--- config.mk ---
export PLATFORM = sky130hd
export DESIGN_NAME = iic_seq_ctrl
export DESIGN_NICKNAME = d
export VERILOG_FILES = /design/src/rtl/iic_seq_ctrl.sv
export SDC_FILE = /design/constraint.sdc
export NUM_CORES = 1
export LEC_CHECK = 0
export ABC_CLOCK_PERIOD_IN_PS = 3000
export CAP_MARGIN = 40
export CORE_AREA = 2 2 105 87
export CTS_BUF_LIST = sky130_fd_sc_hd__clkbuf_2 sky130_fd_sc_hd__clkbuf_4 sky130_fd_sc_hd__clkbuf_8
export DETAILED_ROUTE_END_ITERATION = 16
export DIE_AREA = 0 0 107 89
export PLACE_DENSITY_LB_ADDON = 0.15
export SETUP_SLACK_MARGIN = 0.2
export SLEW_MARGIN = 10
export SYNTH_ARGS = -nofsm -noshare
export SYNTH_HDL_FRONTEND = slang
export SYNTH_SLANG_ARGS = --single-unit
--- constraint.sdc ---
create_clock -name clk_50M -period 3 [get_ports clk_50M]
set_input_delay 0.75 -clock clk_50M [delete_from_list [all_inputs] [get_ports clk_50M]]
set_output_delay 0.75 -clock clk_50M [all_outputs]
set_load 0.01 [all_outputs]
--- src/rtl/iic_seq_ctrl.sv ---
// iic_seq_ctrl: EEPROM write / read-back test sequencer that drives a simple
// request/done IIC core. Writes an incrementing pattern, waits out the EEPROM
// write cycle after each byte, then reads every location back and counts
// mismatches. A per-request timeout aborts the test if the core never answers.
module iic_seq_ctrl #(
  parameter int                ADDR_W      = 8,
  parameter int                DATA_W      = 8,
  parameter int                NUM_BYTES   = 16,
  parameter logic [ADDR_W-1:0] START_ADDR  = '0,
  parameter logic [DATA_W-1:0] BASE_DATA   = 8'hA5,
  parameter int                WR_GAP_CYC  = 250000,
  parameter int                TIMEOUT_CYC = 1000000,
  parameter int                ERR_W       = 8
) (
  input  logic              clk_50M,
  input  logic              rst_n,
  input  logic              start,
  input  logic [1:0]        mode,
  output logic              wr_sig,
  output logic              rd_sig,
  output logic [ADDR_W-1:0] addr_sig,
  output logic [DATA_W-1:0] wr_data,
  input  logic              done_sig,
  input  logic [DATA_W-1:0] rd_data,
  output logic              busy,
  output logic              test_done,
  output logic              pass,
  output logic [ERR_W-1:0]  err_cnt,
  output logic              timeout_err
);

  // Counter widths always hold their terminal value, even for tiny parameters
  localparam int GAP_W = $clog2(WR_GAP_CYC + 2);
  localparam int TO_W  = $clog2(TIMEOUT_CYC + 2);

  // Gap counter counts down to zero, so it is loaded with one less than the gap
  localparam logic [GAP_W-1:0]  GAP_LOAD = GAP_W'((WR_GAP_CYC > 0) ? WR_GAP_CYC - 1 : 0);
  localparam logic [TO_W-1:0]   TO_LAST  = TO_W'((TIMEOUT_CYC > 0) ? TIMEOUT_CYC - 1 : 0);
  localparam logic [ADDR_W-1:0] LAST_IDX = ADDR_W'(NUM_BYTES - 1);

  typedef enum logic [2:0] {
    IDLE, WR_REQ, WR_GAP, RD_REQ, RD_CMP, FIN
  } state_t;

  state_t              state_q;
  logic [1:0]          mode_q;
  logic [ADDR_W-1:0]   idx_q, idx_d;
  logic [GAP_W-1:0]    gap_cnt_q;
  logic [TO_W-1:0]     to_cnt_q;
  logic [DATA_W-1:0]   rd_data_q;
  logic [ERR_W-1:0]    err_cnt_q, err_cnt_d;
  logic                wr_sig_q, rd_sig_q, busy_q, test_done_q, pass_q, timeout_err_q;
  logic [ADDR_W-1:0]   addr_q;
  logic [DATA_W-1:0]   wr_data_q;

  // Word address of pattern index i; wraps naturally at 2^ADDR_W
  function automatic logic [ADDR_W-1:0] addr_of(input logic [ADDR_W-1:0] i);
    return START_ADDR + i;
  endfunction

  // Expected pattern byte for index i
  function automatic logic [DATA_W-1:0] data_of(input logic [ADDR_W-1:0] i);
    return BASE_DATA + DATA_W'(i);
  endfunction

  // Error count sticks at all-ones instead of wrapping back to zero
  function automatic logic [ERR_W-1:0] sat_inc(input logic [ERR_W-1:0] v);
    return (&v) ? v : v + ERR_W'(1);
  endfunction

  // Next index and the error count including this cycle's read-back compare
  always_comb begin
    idx_d     = idx_q + ADDR_W'(1);
    err_cnt_d = err_cnt_q;
    if (state_q == RD_CMP && rd_data_q != data_of(idx_q))
      err_cnt_d = sat_inc(err_cnt_q);
  end

  // Sequencer FSM; every output is a register so the core sees glitch-free requests
  always_ff @(posedge clk_50M or negedge rst_n) begin
    if (!rst_n) begin
      state_q       <= IDLE;
      mode_q        <= 2'b00;
      idx_q         <= '0;
      gap_cnt_q     <= '0;
      to_cnt_q      <= '0;
      rd_data_q     <= '0;
      err_cnt_q     <= '0;
      wr_sig_q      <= 1'b0;
      rd_sig_q      <= 1'b0;
      addr_q        <= '0;
      wr_data_q     <= '0;
      busy_q        <= 1'b0;
      test_done_q   <= 1'b0;
      pass_q        <= 1'b0;
      timeout_err_q <= 1'b0;
    end else begin
      test_done_q <= 1'b0;
      case (state_q)
        IDLE: begin
          if (start) begin
            mode_q        <= mode;
            idx_q         <= '0;
            err_cnt_q     <= '0;
            pass_q        <= 1'b0;
            timeout_err_q <= 1'b0;
            busy_q        <= 1'b1;
            to_cnt_q      <= '0;
            addr_q        <= addr_of('0);
            if (mode == 2'b10) begin
              rd_sig_q <= 1'b1;
              state_q  <= RD_REQ;
            end else begin
              wr_sig_q  <= 1'b1;
              wr_data_q <= data_of('0);
              state_q   <= WR_REQ;
            end
          end
        end
        WR_REQ: begin
          // done_sig is checked first so it wins over a simultaneous timeout
          if (done_sig) begin
            wr_sig_q  <= 1'b0;
            gap_cnt_q <= GAP_LOAD;
            state_q   <= WR_GAP;
          end else if (to_cnt_q == TO_LAST) begin
            wr_sig_q      <= 1'b0;
            timeout_err_q <= 1'b1;
            pass_q        <= 1'b0;
            test_done_q   <= 1'b1;
            state_q       <= FIN;
          end else begin
            to_cnt_q <= to_cnt_q + TO_W'(1);
          end
        end
        WR_GAP: begin
          if (gap_cnt_q != '0) begin
            gap_cnt_q <= gap_cnt_q - GAP_W'(1);
          end else if (idx_q < LAST_IDX) begin
            idx_q     <= idx_d;
            addr_q    <= addr_of(idx_d);
            wr_data_q <= data_of(idx_d);
            wr_sig_q  <= 1'b1;
            to_cnt_q  <= '0;
            state_q   <= WR_REQ;
          end else begin
            idx_q <= '0;
            if (mode_q == 2'b01) begin
              test_done_q <= 1'b1;
              pass_q      <= (err_cnt_q == '0) && !timeout_err_q;
              state_q     <= FIN;
            end else begin
              addr_q   <= addr_of('0);
              rd_sig_q <= 1'b1;
              to_cnt_q <= '0;
              state_q  <= RD_REQ;
            end
          end
        end
        RD_REQ: begin
          if (done_sig) begin
            rd_data_q <= rd_data;
            rd_sig_q  <= 1'b0;
            state_q   <= RD_CMP;
          end else if (to_cnt_q == TO_LAST) begin
            rd_sig_q      <= 1'b0;
            timeout_err_q <= 1'b1;
            pass_q        <= 1'b0;
            test_done_q   <= 1'b1;
            state_q       <= FIN;
          end else begin
            to_cnt_q <= to_cnt_q + TO_W'(1);
          end
        end
        RD_CMP: begin
          err_cnt_q <= err_cnt_d;
          if (idx_q < LAST_IDX) begin
            idx_q    <= idx_d;
            addr_q   <= addr_of(idx_d);
            rd_sig_q <= 1'b1;
            to_cnt_q <= '0;
            state_q  <= RD_REQ;
          end else begin
            test_done_q <= 1'b1;
            pass_q      <= (err_cnt_d == '0) && !timeout_err_q;
            state_q     <= FIN;
          end
        end
        FIN: begin
          busy_q  <= 1'b0;
          state_q <= IDLE;
        end
        default: state_q <= IDLE;
      endcase
    end
  end

  assign wr_sig      = wr_sig_q;
  assign rd_sig      = rd_sig_q;
  assign addr_sig    = addr_q;
  assign wr_data     = wr_data_q;
  assign busy        = busy_q;
  assign test_done   = test_done_q;
  assign pass        = pass_q;
  assign err_cnt     = err_cnt_q;
  assign timeout_err = timeout_err_q;

endmodule

==> results.txt <==
outcome: completed
initial antenna violation count: 0
die area: 0.00952 mm^2
Synth Cell Area: 0.00496 mm^2
DRT Pass-1 Iters: 5
Min Clock Period, post-route: 2730 ps
Worst path max stage delay: 480 ps
EDFF count, synth: 0
reg2reg setup slack: 270 ps
max-slew violations: 0
largest net degree at the start of global routing: 41
DP HPWL: 8050 um
setup_tns: 0 ps
first-pass GRT wire length: 19000 um
Row Count: 30
HP Class: in -> async
number of hold violations in the final report: 0
Num Clock Sinks: 89
Worst Tran Pin Value: 669 ps
pwr dens: 585 mW/mm^2
# hold bufs at CTS: 0
Residual DRC: 0
WS Path Type: reg -> reg
Syn Nets: 562
R2R Path Start: idx_q[1]$_DFFE_PN0P_
fillers: 660
routed via count: 4325
Root Driver: clkbuf_8
flops & latches, synth: 89
Peak VDD IR: 0.359 mV
IO Pins: 44
CP max-delay cell: or4_1
dpl cell area: 0.00556 mm^2
drt total wl: 11600 um
CP startpoint kind: flop
pre-CTS WS: 238 ps
P_leak: 2.38 nW
worst path cell trace: buf_4, a21oi_4, nor2_1, xnor2_1, and3_1, o31a_1, buf_4, or4_1, and3_1, o31ai_2
FF+latch area: 0.00223 mm^2
core area: 0.00837 mm^2
TritonCTS clock tree: built
Max Cap Viol: 0
CTS Buf Count: 9
r2r endpoint: pass$_DFFE_PN0P_
Antenna Nets Post-Route: 0
Multi-input gate area: 0.00264 mm^2
Layout area overhead: 18.7%
Setup WS post-layout: 272 ps
final setup skew: 11.8 ps
DR iter-0 viols: 277
Worst setup EP type: flop
sequential share of the synthesized area: 44.9%
CTS H-tree depth: 3
RSZ-0062 raised after global routing: yes
CP arrival: 3010 ps
Die Ht: 89 um
Final GP Congestion: 0.908
Synthesis Warnings: 0
CP Max Fanout: 6
setup violators final: 0
Max Buffers Root-to-Sink: 2
WL/cell: 16.3 um
FMAX: 367 MHz
most common cell after layout, fill and taps aside: dfrtp_1
Skew-Pair Late Insertion Delay: 370 ps
Antenna diodes: 0
vias in the first global route: 3932
Synth async-reset ratio: 100%
Mapped Cells: 542
CP required: 3280 ps
Buffers on Ports: 43
Total Routing Usage GR: 25.0%
fin area: 0.00589 mm^2
Die Width: 107 um
R2R cell count: 10
Synth cell types: 65
layout cells sized above 1: 12.3%
average size of a mapped cell: 9.15 um^2
Rel. slew slack: 54.8%
top_reg_cell synth: dfrtp_1
final-stage net count: 616
Vias/cell: 6.07
Final period util: 90.9%
CTS clk-pin slew, worst paths: 100 ps
Initial Utilization: 59.3%
most frequent cells in the layout: 88 x dfrtp_1, 60 x nor2_1, 58 x nand2_1
total gr overflow: 0
[flip-flops by register name, indices dropped and copies added (netlist names)]
register and cells:
wr_data 8, to_cnt_q 20, mode_q 2, state_q 3, idx_q 8, rd_data_q 8
busy 1, err_cnt 8, wr_sig 1, pass 1, gap_cnt_q 18, test_done 1
addr_sig 8, timeout_err 1, rd_sig 1
[power by group]
part	switching, mW	total [mW]	internal, mW	leakage, nW
clock network	0.481	0.884	0.403	0.103
logic	0.598	1.05	0.456	1.14
registers	0.177	1.51	1.33	1.14
[layout make-up]
type / count / share of cell area, %
well taps: 112 / 2.38
multi-input cells: 415 / 44.8
clock inverters: 7 / 1.42
clock buffers: 9 / 2.10
inverters: 14 / 0.893
flip-flops and latches: 89 / 37.9
repair buffers: 67 / 10.5
[Yosys cell counts, types with 3 or more instances]
cell / count / area (um^2)
a31oi_1: 11 / 68.8
nor2_1: 60 / 225
nand2b_1: 12 / 75.1
o31ai_1: 7 / 52.6
or3_1: 3 / 18.8
dfrtp_1: 89 / 2230
a311oi_1: 4 / 35.0
nand4_1: 4 / 25.0
xnor2_1: 18 / 158
mux2i_1: 4 / 40.0
o2bb2ai_1: 3 / 26.3
o31ai_2: 5 / 62.6
nor2b_1: 6 / 37.5
and2_1: 10 / 62.6
inv_1: 14 / 52.6
xor2_1: 11 / 96.3
nor3_1: 10 / 50.1
mux2_2: 11 / 124
o21ai_1: 10 / 50.1
nand3_1: 23 / 115
nand3b_1: 5 / 37.5
nand2_1: 58 / 218
nor3b_1: 3 / 22.5
clkbuf_1: 18 / 67.6
ha_1: 6 / 75.1
and3_1: 12 / 75.1
nor4_1: 10 / 62.6
o211ai_1: 3 / 22.5
o21ai_0: 33 / 165
o41ai_1: 8 / 70.1
a21oi_1: 25 / 125
[kinds of logic after synthesis]
logic type | count (synthesis) | share of synthesized area (%)
multiplexers | 17 | 3.76
adder cells (fa/ha/maj) | 6 | 1.51
XOR/XNOR | 30 | 5.45
AO/OA/AOI/OAI | 131 | 17.6
AND/OR/NAND/NOR | 231 | 23.4
buffers and inverters | 38 | 3.30
flip-flops | 89 | 44.9
[through the flow]
step / power, mW / std cells / util, % / hold WS (ps)
floorplan: 2.16 / 542 / - / 449
global placement: 2.51 / 691 / 66.5 / 454
detailed placement: 2.54 / 691 / 66.5 / 451
CTS: 3.43 / 707 / 69.0 / 358
global route: 3.63 / 713 / 70.3 / 382
finish: 3.44 / 713 / 70.3 / 346
[worst max path at each step]
stage                                           end  depth (start not counted)                 start  slack (ps)
after global placement    gap_cnt_q[17]$_DFFE_PN0P_                          9              done_sig         310
after global routing               pass$_DFFE_PN0P_                         10  idx_q[0]$_DFFE_PN0P_         160
after floorplan                    pass$_DFFE_PN0P_                         11  idx_q[0]$_DFFE_PN0P_         330
after detailed placement           pass$_DFFE_PN0P_                          9  idx_q[1]$_DFFE_PN0P_         240
after CTS                          pass$_DFFE_PN0P_                          9  idx_q[1]$_DFFE_PN0P_         210
final                              pass$_DFFE_PN0P_                         10  idx_q[1]$_DFFE_PN0P_         270
[routing by layer]
layer / track usage (%) / part of all wire, %
met5: 0 / 0
met4: 6.49 / 1.4
met3: 5.17 / 6.4
met2: 39.3 / 45
met1: 35.9 / 47
[repair_timing]
| action | 4_1_cts | 5_1_grt |
|---|---|---|
| buffers inserted | 0 | 6 |
| setup endpoints to repair | 0 | 26 |
| gates resized for setup | 0 | 11 |
[worst max-delay path: cells and delay by family (launching register included)]
family / cells / cell delay (ps)
buffers and inverters: 2 / 330
xor gates and xnor gates: 1 / 120
AOI/OAI and AO/OA: 3 / 760
and+or+nand+nor: 4 / 950
DFF: 1 / 470
No activity file was read; power rests on OpenSTA's default activity.
